File: src/rtl/match_event_counter_pkg.sv
`default_nettype none
// ============================================================================
// match_event_counter_pkg
// Shared constants for the match event counter: BCD digit width and the
// active-low {g,f,e,d,c,b,a} seven-segment patterns for digits 0-9 and blank.
// Revision: 1.0
// ============================================================================
package match_event_counter_pkg;

    localparam int DIGIT_W = 4;

    localparam logic [6:0] SEG_0     = 7'h40;
    localparam logic [6:0] SEG_1     = 7'h79;
    localparam logic [6:0] SEG_2     = 7'h24;
    localparam logic [6:0] SEG_3     = 7'h30;
    localparam logic [6:0] SEG_4     = 7'h19;
    localparam logic [6:0] SEG_5     = 7'h12;
    localparam logic [6:0] SEG_6     = 7'h02;
    localparam logic [6:0] SEG_7     = 7'h78;
    localparam logic [6:0] SEG_8     = 7'h00;
    localparam logic [6:0] SEG_9     = 7'h10;
    localparam logic [6:0] SEG_BLANK = 7'h7F;

endpackage
`default_nettype wire

File: src/rtl/match_event_counter_bcd_to_7seg.sv
`default_nettype none
// ============================================================================
// match_event_counter_bcd_to_7seg
// Pure combinational BCD digit to active-low seven-segment decoder.
// Non-decimal codes blank the display.
// Revision: 1.0
// ============================================================================
module match_event_counter_bcd_to_7seg
    import match_event_counter_pkg::*;
(
    input  logic [DIGIT_W-1:0] digit,
    output logic [6:0]         seg
);

    // Map one BCD digit onto its segment pattern
    always_comb begin
        seg = SEG_BLANK;
        case (digit)
            4'd0:    seg = SEG_0;
            4'd1:    seg = SEG_1;
            4'd2:    seg = SEG_2;
            4'd3:    seg = SEG_3;
            4'd4:    seg = SEG_4;
            4'd5:    seg = SEG_5;
            4'd6:    seg = SEG_6;
            4'd7:    seg = SEG_7;
            4'd8:    seg = SEG_8;
            4'd9:    seg = SEG_9;
            default: seg = SEG_BLANK;
        endcase
    end

endmodule
`default_nettype wire

File: src/rtl/match_event_counter.sv
`default_nettype none
// ============================================================================
// match_event_counter
// Counts rising edges of the upstream match indication z in a two-digit BCD
// counter (00-99) with optional wrap or saturation, a one-cycle event pulse,
// a sticky overflow flag and two active-low seven-segment display outputs.
// Revision: 1.0
// ============================================================================
module match_event_counter
    import match_event_counter_pkg::*;
#(
    parameter bit WRAP = 1'b1
) (
    input  logic       Clock,
    input  logic       Reset,
    input  logic       z,
    input  logic       enable,
    input  logic       clear,
    output logic [7:0] count_bcd,
    output logic       event_pulse,
    output logic       overflow,
    output logic [6:0] seg1,
    output logic [6:0] seg0
);

    logic                z_q;
    logic                rise;
    logic                increment;
    logic [DIGIT_W-1:0]  units;
    logic [DIGIT_W-1:0]  tens;
    logic [7:0]          next_count;
    logic                at_top;

    assign units     = count_bcd[3:0];
    assign tens      = count_bcd[7:4];
    assign rise      = z & ~z_q;
    assign increment = rise & enable & ~clear;

    // BCD successor of the current count; at 99 either wrap or hold
    always_comb begin
        next_count = count_bcd;
        at_top     = 1'b0;
        if (units != 4'd9) begin
            next_count = {tens, units + 4'd1};
        end else if (tens != 4'd9) begin
            next_count = {tens + 4'd1, 4'd0};
        end else begin
            at_top     = 1'b1;
            next_count = WRAP ? 8'h00 : 8'h99;
        end
    end

    // Edge history, count, event pulse and sticky overflow; clear beats increment.
    // z_q resets high so a z already high at reset release is not an event.
    always_ff @(posedge Clock or posedge Reset) begin
        if (Reset) begin
            z_q         <= 1'b1;
            count_bcd   <= 8'h00;
            event_pulse <= 1'b0;
            overflow    <= 1'b0;
        end else begin
            z_q <= z;
            if (clear) begin
                count_bcd   <= 8'h00;
                event_pulse <= 1'b0;
                overflow    <= 1'b0;
            end else if (increment) begin
                count_bcd   <= next_count;
                event_pulse <= 1'b1;
                if (at_top) begin
                    overflow <= 1'b1;
                end
            end else begin
                event_pulse <= 1'b0;
            end
        end
    end

    match_event_counter_bcd_to_7seg u_seg_tens (
        .digit (tens),
        .seg   (seg1)
    );

    match_event_counter_bcd_to_7seg u_seg_units (
        .digit (units),
        .seg   (seg0)
    );

endmodule
`default_nettype wire
File: config.mk
export PLATFORM = sky130hd
export DESIGN_NAME = match_event_counter
export DESIGN_NICKNAME = d
export VERILOG_FILES = /design/src/rtl/match_event_counter_pkg.sv /design/src/rtl/match_event_counter_bcd_to_7seg.sv /design/src/rtl/match_event_counter.sv
export SDC_FILE = /design/constraint.sdc
export NUM_CORES = 1
export LEC_CHECK = 0
export CORE_MARGIN = 2
export CORE_UTILIZATION = 51
export CTS_CLUSTER_DIAMETER = 120
export DETAILED_ROUTE_END_ITERATION = 10
export GPL_ROUTABILITY_DRIVEN = 0
export MAX_ROUTING_LAYER = met4
export PLACE_DENSITY = 0.82
export SYNTH_ARGS = -nofsm -noshare
export SYNTH_HDL_FRONTEND = slang
export SYNTH_HIERARCHICAL = 1
export SYNTH_SLANG_ARGS = --single-unit
File: constraint.sdc
create_clock -name Clock -period 4.85 [get_ports Clock]
set_input_delay 1.455 -clock Clock [delete_from_list [all_inputs] [get_ports Clock]]
set_output_delay 1.455 -clock Clock [all_outputs]
set_load 0.02 [all_outputs]
; ---- Word level (Yosys, flattened, before mapping)
; Memory sizes are Yosys's and may differ from the RTL's.
; Index checks and enable logic that the tools add are counted.
[word_totals]
output_inout_bits = 24
wordCells = 32
register_bits = 11
mem_count = 2
inputBits = 5
romBits = 224
[mem_list]
columns = name, words, word_bits, read_ports, rd_clocked_by_memory_dff, wr, line_no
row1 = (no name shown), 16, 7, 1, 0, 0, match_event_counter_bcd_to_7seg.sv:18  ; case (digit)
row2 = (no name shown), 16, 7, 1, 0, 0, match_event_counter_bcd_to_7seg.sv:18
[op_classes]
mux = 11
reduce_logical = 4
bitwise = 5
n_eq_ne = 3
add_sub_neg = 2
[op_table]
columns = operator, n
row1 = 2-to-1 mux 8 bit, 4
row2 = adder 4 x 1 -> 4 bit (second input constant), 2
row3 = inequality test 4 bit (second input constant), 2
row4 = 2-to-1 mux 1 bit, 7
row5 = AND reduction 2 bit, 2
row6 = nonzero test 2 bit, 2
row7 = bitwise AND 1 bit, 3
row8 = inequality test 2 bit (second input constant), 1
row9 = NOT 1 bit, 2

; ---- Longest topological paths before layout
; Gate-level depths: netlist of the first run.
[depth]
depth_word = 6
mapped_depth = 5

; ---- Hierarchy
; The synthesis of the first run kept the hierarchy.
[modules_own_cells]
columns = mod, cells_each, area_per_inst_um2, instances
row1 = match_event_counter, 60, 619.3, 1
row2 = match_event_counter_bcd_to_7seg, 33, 210.2, 2

; ---- Least setup slack after synthesis of the first run
; OpenSTA, ideal clock, no wires.
[synth_path]
path_kind = register -> output
start = register count_bcd[0]
end = output seg0[4]
path_stages_with_launch = 6
slack_ns = 1.867
n_path_buf = 0
t_arrival_ns = 1.528
path_cell_list = dfrtp_1 -> inv_1 -> ha_1 -> nand2_1 -> o21ai_0 -> o21ai_0
[synth_between]
elab_chain_cells = 1
[synth_lines]
columns = element, line_no
row1 = "start, declared", match_event_counter.sv:19  ; output logic [7:0] count_bcd,
row2 = "start signal, assigned", match_event_counter.sv:68  ; count_bcd <= next_count;
row3 = memory read (16 x 7 bit), -
row4 = "end, declared", match_event_counter.sv:23  ; output logic [6:0] seg0
; No other way between the ends.

; ---- Final worst setup path of the first run
[layout_path]
start = register count_bcd[1]
end = output seg0[3]
; Same word-level chain as after synthesis.

==> flow_summary.toml, run 1 <==
[logic_synthesis]
yosys.area.top_type = "dfrtp_1"
async_flop_share = 1.00
synth_nets = 145
yosys_warnings = 6
ys_seq_area_frac = 0.266
synth_edf_count = 0
synth_cells = 126
yosysUniqueCellTypes = 31
yosys_most_used_dff = "dfrtp_1"
netlist_area_um2 = 1040
synth_top_area_frac = 0.241
synth-seq-cells = 11
synth_area_leaders = "dfrtp_1 (24%), ha_1 (17%), o21ai_0 (7.7%)"
syn_area_per_cell_um2 = 8.25

[power]
p_sw_frac = 0.259
combPwrFrac = 0.149
p_leak_nw = 0.574
switching_power_w = 0.0000483
p_clk_frac = 0.340
p_total_w = 0.000186
p_seq_frac = 0.511
intPower_w = 0.000138
p_per_area_nw_per_um2 = 140
ir_drop_mv = 0.124

[timing]
skew_ps = 3.34
max_freq_mhz = 275
fin_hold_ws_ps = 513
worst_pin_slew_ps = 483
hold_viol = 0
drv_slew = 0
slew_headroom = 0.678
period_share = 0.751
fin_crit_ps = 3640
rsz0062_at_grt = "false"
finalSetupViolations = 0
setup-tns-final_ps = 0

[routing]
drt_wl_total_um = 2100
drtIter0Drc = 13
vias = 943
via_per_inst = 5.27
routedWlPerCell_um = 11.7
drtPass1Iterations = 4
drc = 0
ant_nets = 0

[cells_and_area]
layout.nets = 172
layout.cells.non_filler = 179
layout-drive-gt1-share = 0.0724
antenna_cells = 0
fillers = 157
fin_util = 0.686
syn_to_final_growth_pct = 28.2
mostFrequentLayoutCell = "clkdlybuf4s50_1"
final_cell_mix = "clkdlybuf4s50_1 (28), o21ai_0 (16), nor2_1 (16)"

[floorplanning]
die_h_um = 49.2
core_region_area_um2 = 1940
die_x_um = 49.2
ios = 29
start_util = 0.535
rows = 16
die-area_um2 = 2420

[setup_path]
reg2reg_depth = 5
endpoint_kind = "output port"
r2r_slack_ps = 3070
path_max_fanout = 11
crit_arrival_ps = 2190
critical_path.reg2reg.startpoint = "count_bcd[1]"
required_ps = 3390
start_kind = "register"
crit_type = "reg -> out"
reg2reg_to = "count_bcd[2]"

[clock_tree]
cts_tree = "done"
clock_sinks = 11
cts_buffers = 3
clock_latency_ps = 270
post_cts_resized = 0
cts_max_path_buffers = 2
post-cts-setup-buffers = 0
clk_pin_slew_ps = 70
hold_buffers = 0
cts_root_buffer = "clkbuf_4"
h-tree-depth = 1

[global_routing]
grt_usage = 0.194
grt_pass1_wl_um = 3600
grt_max_degree = 19
overflow = 0
grt_pass1_vias = 843
antenna_found_initial = 0

[place]
io_buffer_count = 28
dp_hpwl_um = 1550
dp.cells = 175

[hold_path]
worstHoldPathCells = 2
hold_end = "overflow"
hp-start = "overflow"
hold_path.class = "reg -> reg"

[run_status]
status = "finished clean"

[flow_run]
cap_violations = 0
## worst max path at each step
stage,startpoint,to,cells after the start
finish,count_bcd[1],seg0[3],6
detailed placement,count_bcd[1],seg0[3],6
global route,count_bcd[1],seg0[4],6
CTS,count_bcd[1],seg0[3],6
floorplan,count_bcd[0],seg0[4],5
global placement,count_bcd[1],seg0[3],6
## sequential cells by signal, indices dropped and copies added (netlist names)
name         count
overflow         1
z_q              1
count_bcd        8
event_pulse      1
## critical path: stages, from the launching register on
cell and delay (ps):
dfrtp_1 560, inv_1 160, ha_1 200, or2_1 210, a21oi_2 170, a31oi_1 60
clkdlybuf4s50_1 560
## final cells by class
cell class / count / area [um^2] / share of cell area
multi-input cells: 98 / 673 / 0.505
inverters: 11 / 42.5 / 0.0319
well taps: 27 / 33.8 / 0.0254
repair buffers: 28 / 280 / 0.210
flip-flops and latches: 11 / 277 / 0.208
clock buffers: 4 / 26.3 / 0.0197
## metrics by stage
step | worst slack (ps) | area (um^2)
floorplan | 1870 | 1040
global placement | 1550 | 1310
detailed placement | 1510 | 1310
CTS | 1200 | 1330
global route | 1040 | 1330
finish | 1210 | 1330
## kinds of logic (layout without fill, tap and decap cells)
kind of cell,Yosys count,count (layout),synth area share
buffers and inverters,17,43,0.0866
AND/OR/NAND/NOR,48,48,0.280
adder cells (fa/ha/maj),14,14,0.168
XOR/XNOR,1,1,0.00843
AO/OA/AOI/OAI,35,35,0.190
flip-flops,11,11,0.266
## cells in the mapped netlist, drive strengths merged (3+ instances only)
master	n
nor2	16
a21oi	12
dfrtp	10
inv	10
and3b	3
a31oi	4
or4	3
nand2b	8
ha	14
buf	5
nand2	6
o21ai	16
## power groups by stage
stage	clock network (W)	registers [W]	logic, W
5_1_grt	0.0000689	0.0000955	0.0000309
3_5_place_dp	0	0.0000970	0.0000281
2_1_floorplan	0	0.0000975	0.0000155
4_1_cts	0.0000662	0.0000952	0.0000283
6_report	0.0000633	0.0000952	0.0000278
3_3_place_gp	0	0.0000969	0.0000278
## routing by layer
layer / GRT usage / wire, um
met1: 0.226 / 951
met2: 0.331 / 1020
met3: 0.0276 / 83
met4: 0.0810 / 49
met5: - / 0
Note: power is estimated with default switching activity, not from simulation.
==> run 2, diff against run 1 <==
--- a/config.mk
+++ b/config.mk
@@ -6,12 +6,12 @@
 export NUM_CORES = 1
 export LEC_CHECK = 0
 export CORE_MARGIN = 2
-export CORE_UTILIZATION = 51
+export CORE_UTILIZATION = 43
 export CTS_CLUSTER_DIAMETER = 120
 export DETAILED_ROUTE_END_ITERATION = 10
 export GPL_ROUTABILITY_DRIVEN = 0
 export MAX_ROUTING_LAYER = met4
-export PLACE_DENSITY = 0.82
+export PLACE_DENSITY = 0.74
 export SYNTH_ARGS = -nofsm -noshare
 export SYNTH_HDL_FRONTEND = slang
 export SYNTH_HIERARCHICAL = 1
==> constraint.sdc (replaced) <==
create_clock -name Clock -period 3 [get_ports Clock]
set_input_delay 0.9 -clock Clock [delete_from_list [all_inputs] [get_ports Clock]]
set_output_delay 0.9 -clock Clock [all_outputs]
set_load 0.02 [all_outputs]
==> run 2 against run 1 <==
Non-clock buffer count increased by 2. Via count increased by 2.8%. Combinational power increased by 68%. Flip-flop and latch count unchanged. Largest cell class unchanged. Clock power increased by 66%. Clock-buffer cell count unchanged.
==> flow_summary.toml, run 2 (synthesis results as in run 1) <==
[clock_tree]
clock_sinks = 11
post-cts-setup-buffers = 0
cts_root_buffer = "clkbuf_4"
clk_pin_slew_ps = 70
cts_buffers = 3
h-tree-depth = 1
cts_tree = "done"
cts_max_path_buffers = 2
clock_latency_ps = 270

[setup_path]
crit_arrival_ps = 2000
critPathBufInv = 1
start_kind = "register"
crit_type = "reg -> out"
cp_slowest_cell = "dfrtp_1"
critical_path.top_delay_family = "flip-flops"
slowest_delay_ps = 630
path_max_fanout = 17
endpoint_kind = "output port"
path_cells = "or2b_1 > a21oi_2 > a31oi_1 > clkdlybuf4s50_1"
required_ps = 2100

[cells_and_area]
layout.nets = 174
largest_reg_flops = 8
syn_to_final_growth_pct = 30.3
layout-drive-gt1-share = 0.104
mostFrequentLayoutCell = "clkdlybuf4s50_1"
final_cell_mix = "clkdlybuf4s50_1 (27), o21ai_0 (16), nor2_1 (16)"
fillers = 231
top_register = "count_bcd"
antenna_cells = 0
layout.cells.non_filler = 182

[timing]
rsz0062_at_grt = "false"
drv_slew = 0
max_freq_mhz = 344
finalSetupViolations = 0
hold_viol = 0
setup_slack_ps = 96.4
setup-tns-final_ps = 0
worst_pin_slew_ps = 483
skew_ps = 3.22
period_share = 0.968
slew_headroom = 0.678
fin_crit_ps = 2900

[global_routing]
antenna_found_initial = 0
grt_busiest_layer = "met2"
overflow = 0
grt_max_degree = 19
grt_usage = 0.191
grt_pass1_vias = 880
grt_use_met3 = 0.0254
met2_usage = 0.315
gr-usage-met1 = 0.248
grt_pass1_wl_um = 3930

[place]
dp_hpwl_um = 1690
dp_slack_ps = 307
dp.cells = 178
io_buffer_count = 28

[floorplanning]
ios = 29
die_x_um = 53.2
core_region_area_um2 = 2250
rows = 17
start_util = 0.461
die-area_um2 = 2830
die_h_um = 53.2

[routing]
drt_wl_total_um = 2290
routedWlPerCell_um = 12.6
drtIter0Drc = 18
drc = 0
vias = 969
ant_nets = 0
drtPass1Iterations = 4
via_per_inst = 5.32

[power]
p_total_w = 0.000305
p_per_area_nw_per_um2 = 225
p_leak_nw = 0.599
ir_drop_mv = 0.186

[flow_run]
cap_violations = 0

[run_status]
status = "finished clean"

[hold_path]
hold_path.class = "reg -> reg"
-- run 2: where the power goes --
group / switching (W) / internal [W] / total [W] / leakage [nW]
sequential: 0.00000266 / 0.000151 / 0.000153 / 0.145
clock: 0.0000530 / 0.0000516 / 0.000105 / 0.0150
combinational: 0.0000254 / 0.0000214 / 0.0000468 / 0.440
total: 0.0000811 / 0.000224 / 0.000305 / 0.599
-- run 2: metal layers --
| metal | part of all wire | routed length, um |
|---|---|---|
| met4 | 0.014 | 31 |
| met1 | 0.44 | 1020 |
| met3 | 0.044 | 101 |
| met5 | 0 | 0 |
| met2 | 0.50 | 1140 |
-- run 2: what timing repair did --
action                     4_1_cts  5_1_grt
gates resized for setup          0        4
hold buffers                     0        0
setup endpoints to repair        0        9
-- run 2: path summary, 6_finish.rpt --
check,from,slack [ps],endpoint,depth (start not counted)
max,count_bcd[3],100,seg0[3],4
min,overflow,500,overflow,2
max reg2reg,count_bcd[1],1300,count_bcd[2],6
min reg2reg,overflow,500,overflow,2
min in group asynchronous,Reset,920,count_bcd[1],2
max in group asynchronous,Reset,1750,z_q,2
-- run 2: worst min-delay path: stages, from the launching register on --
cell,delay (ps)
dfrtp_1,340
a31oi_1,40
nor2_1,70
-- run 2: cell type report --
cell class,instances,area (um^2),share of cell area
Sequential cell,11,280,0.207
Timing Repair Buffer,30,298,0.220
Clock buffer,4,26.3,0.0194
Inverter,11,42.5,0.0314
Tap cell,28,35.0,0.0259
Multi-Input combinational cell,98,673,0.497
-- run 2: metrics by stage --
stage / instance area [um^2] / hold WS, ps / util
after global placement: 1320 / 489 / 0.587
final: 1360 / 499 / 0.601
after CTS: 1350 / 507 / 0.598
after floorplan: 1040 / 600 / -
after global routing: 1360 / 535 / 0.601
after detailed placement: 1320 / 495 / 0.587
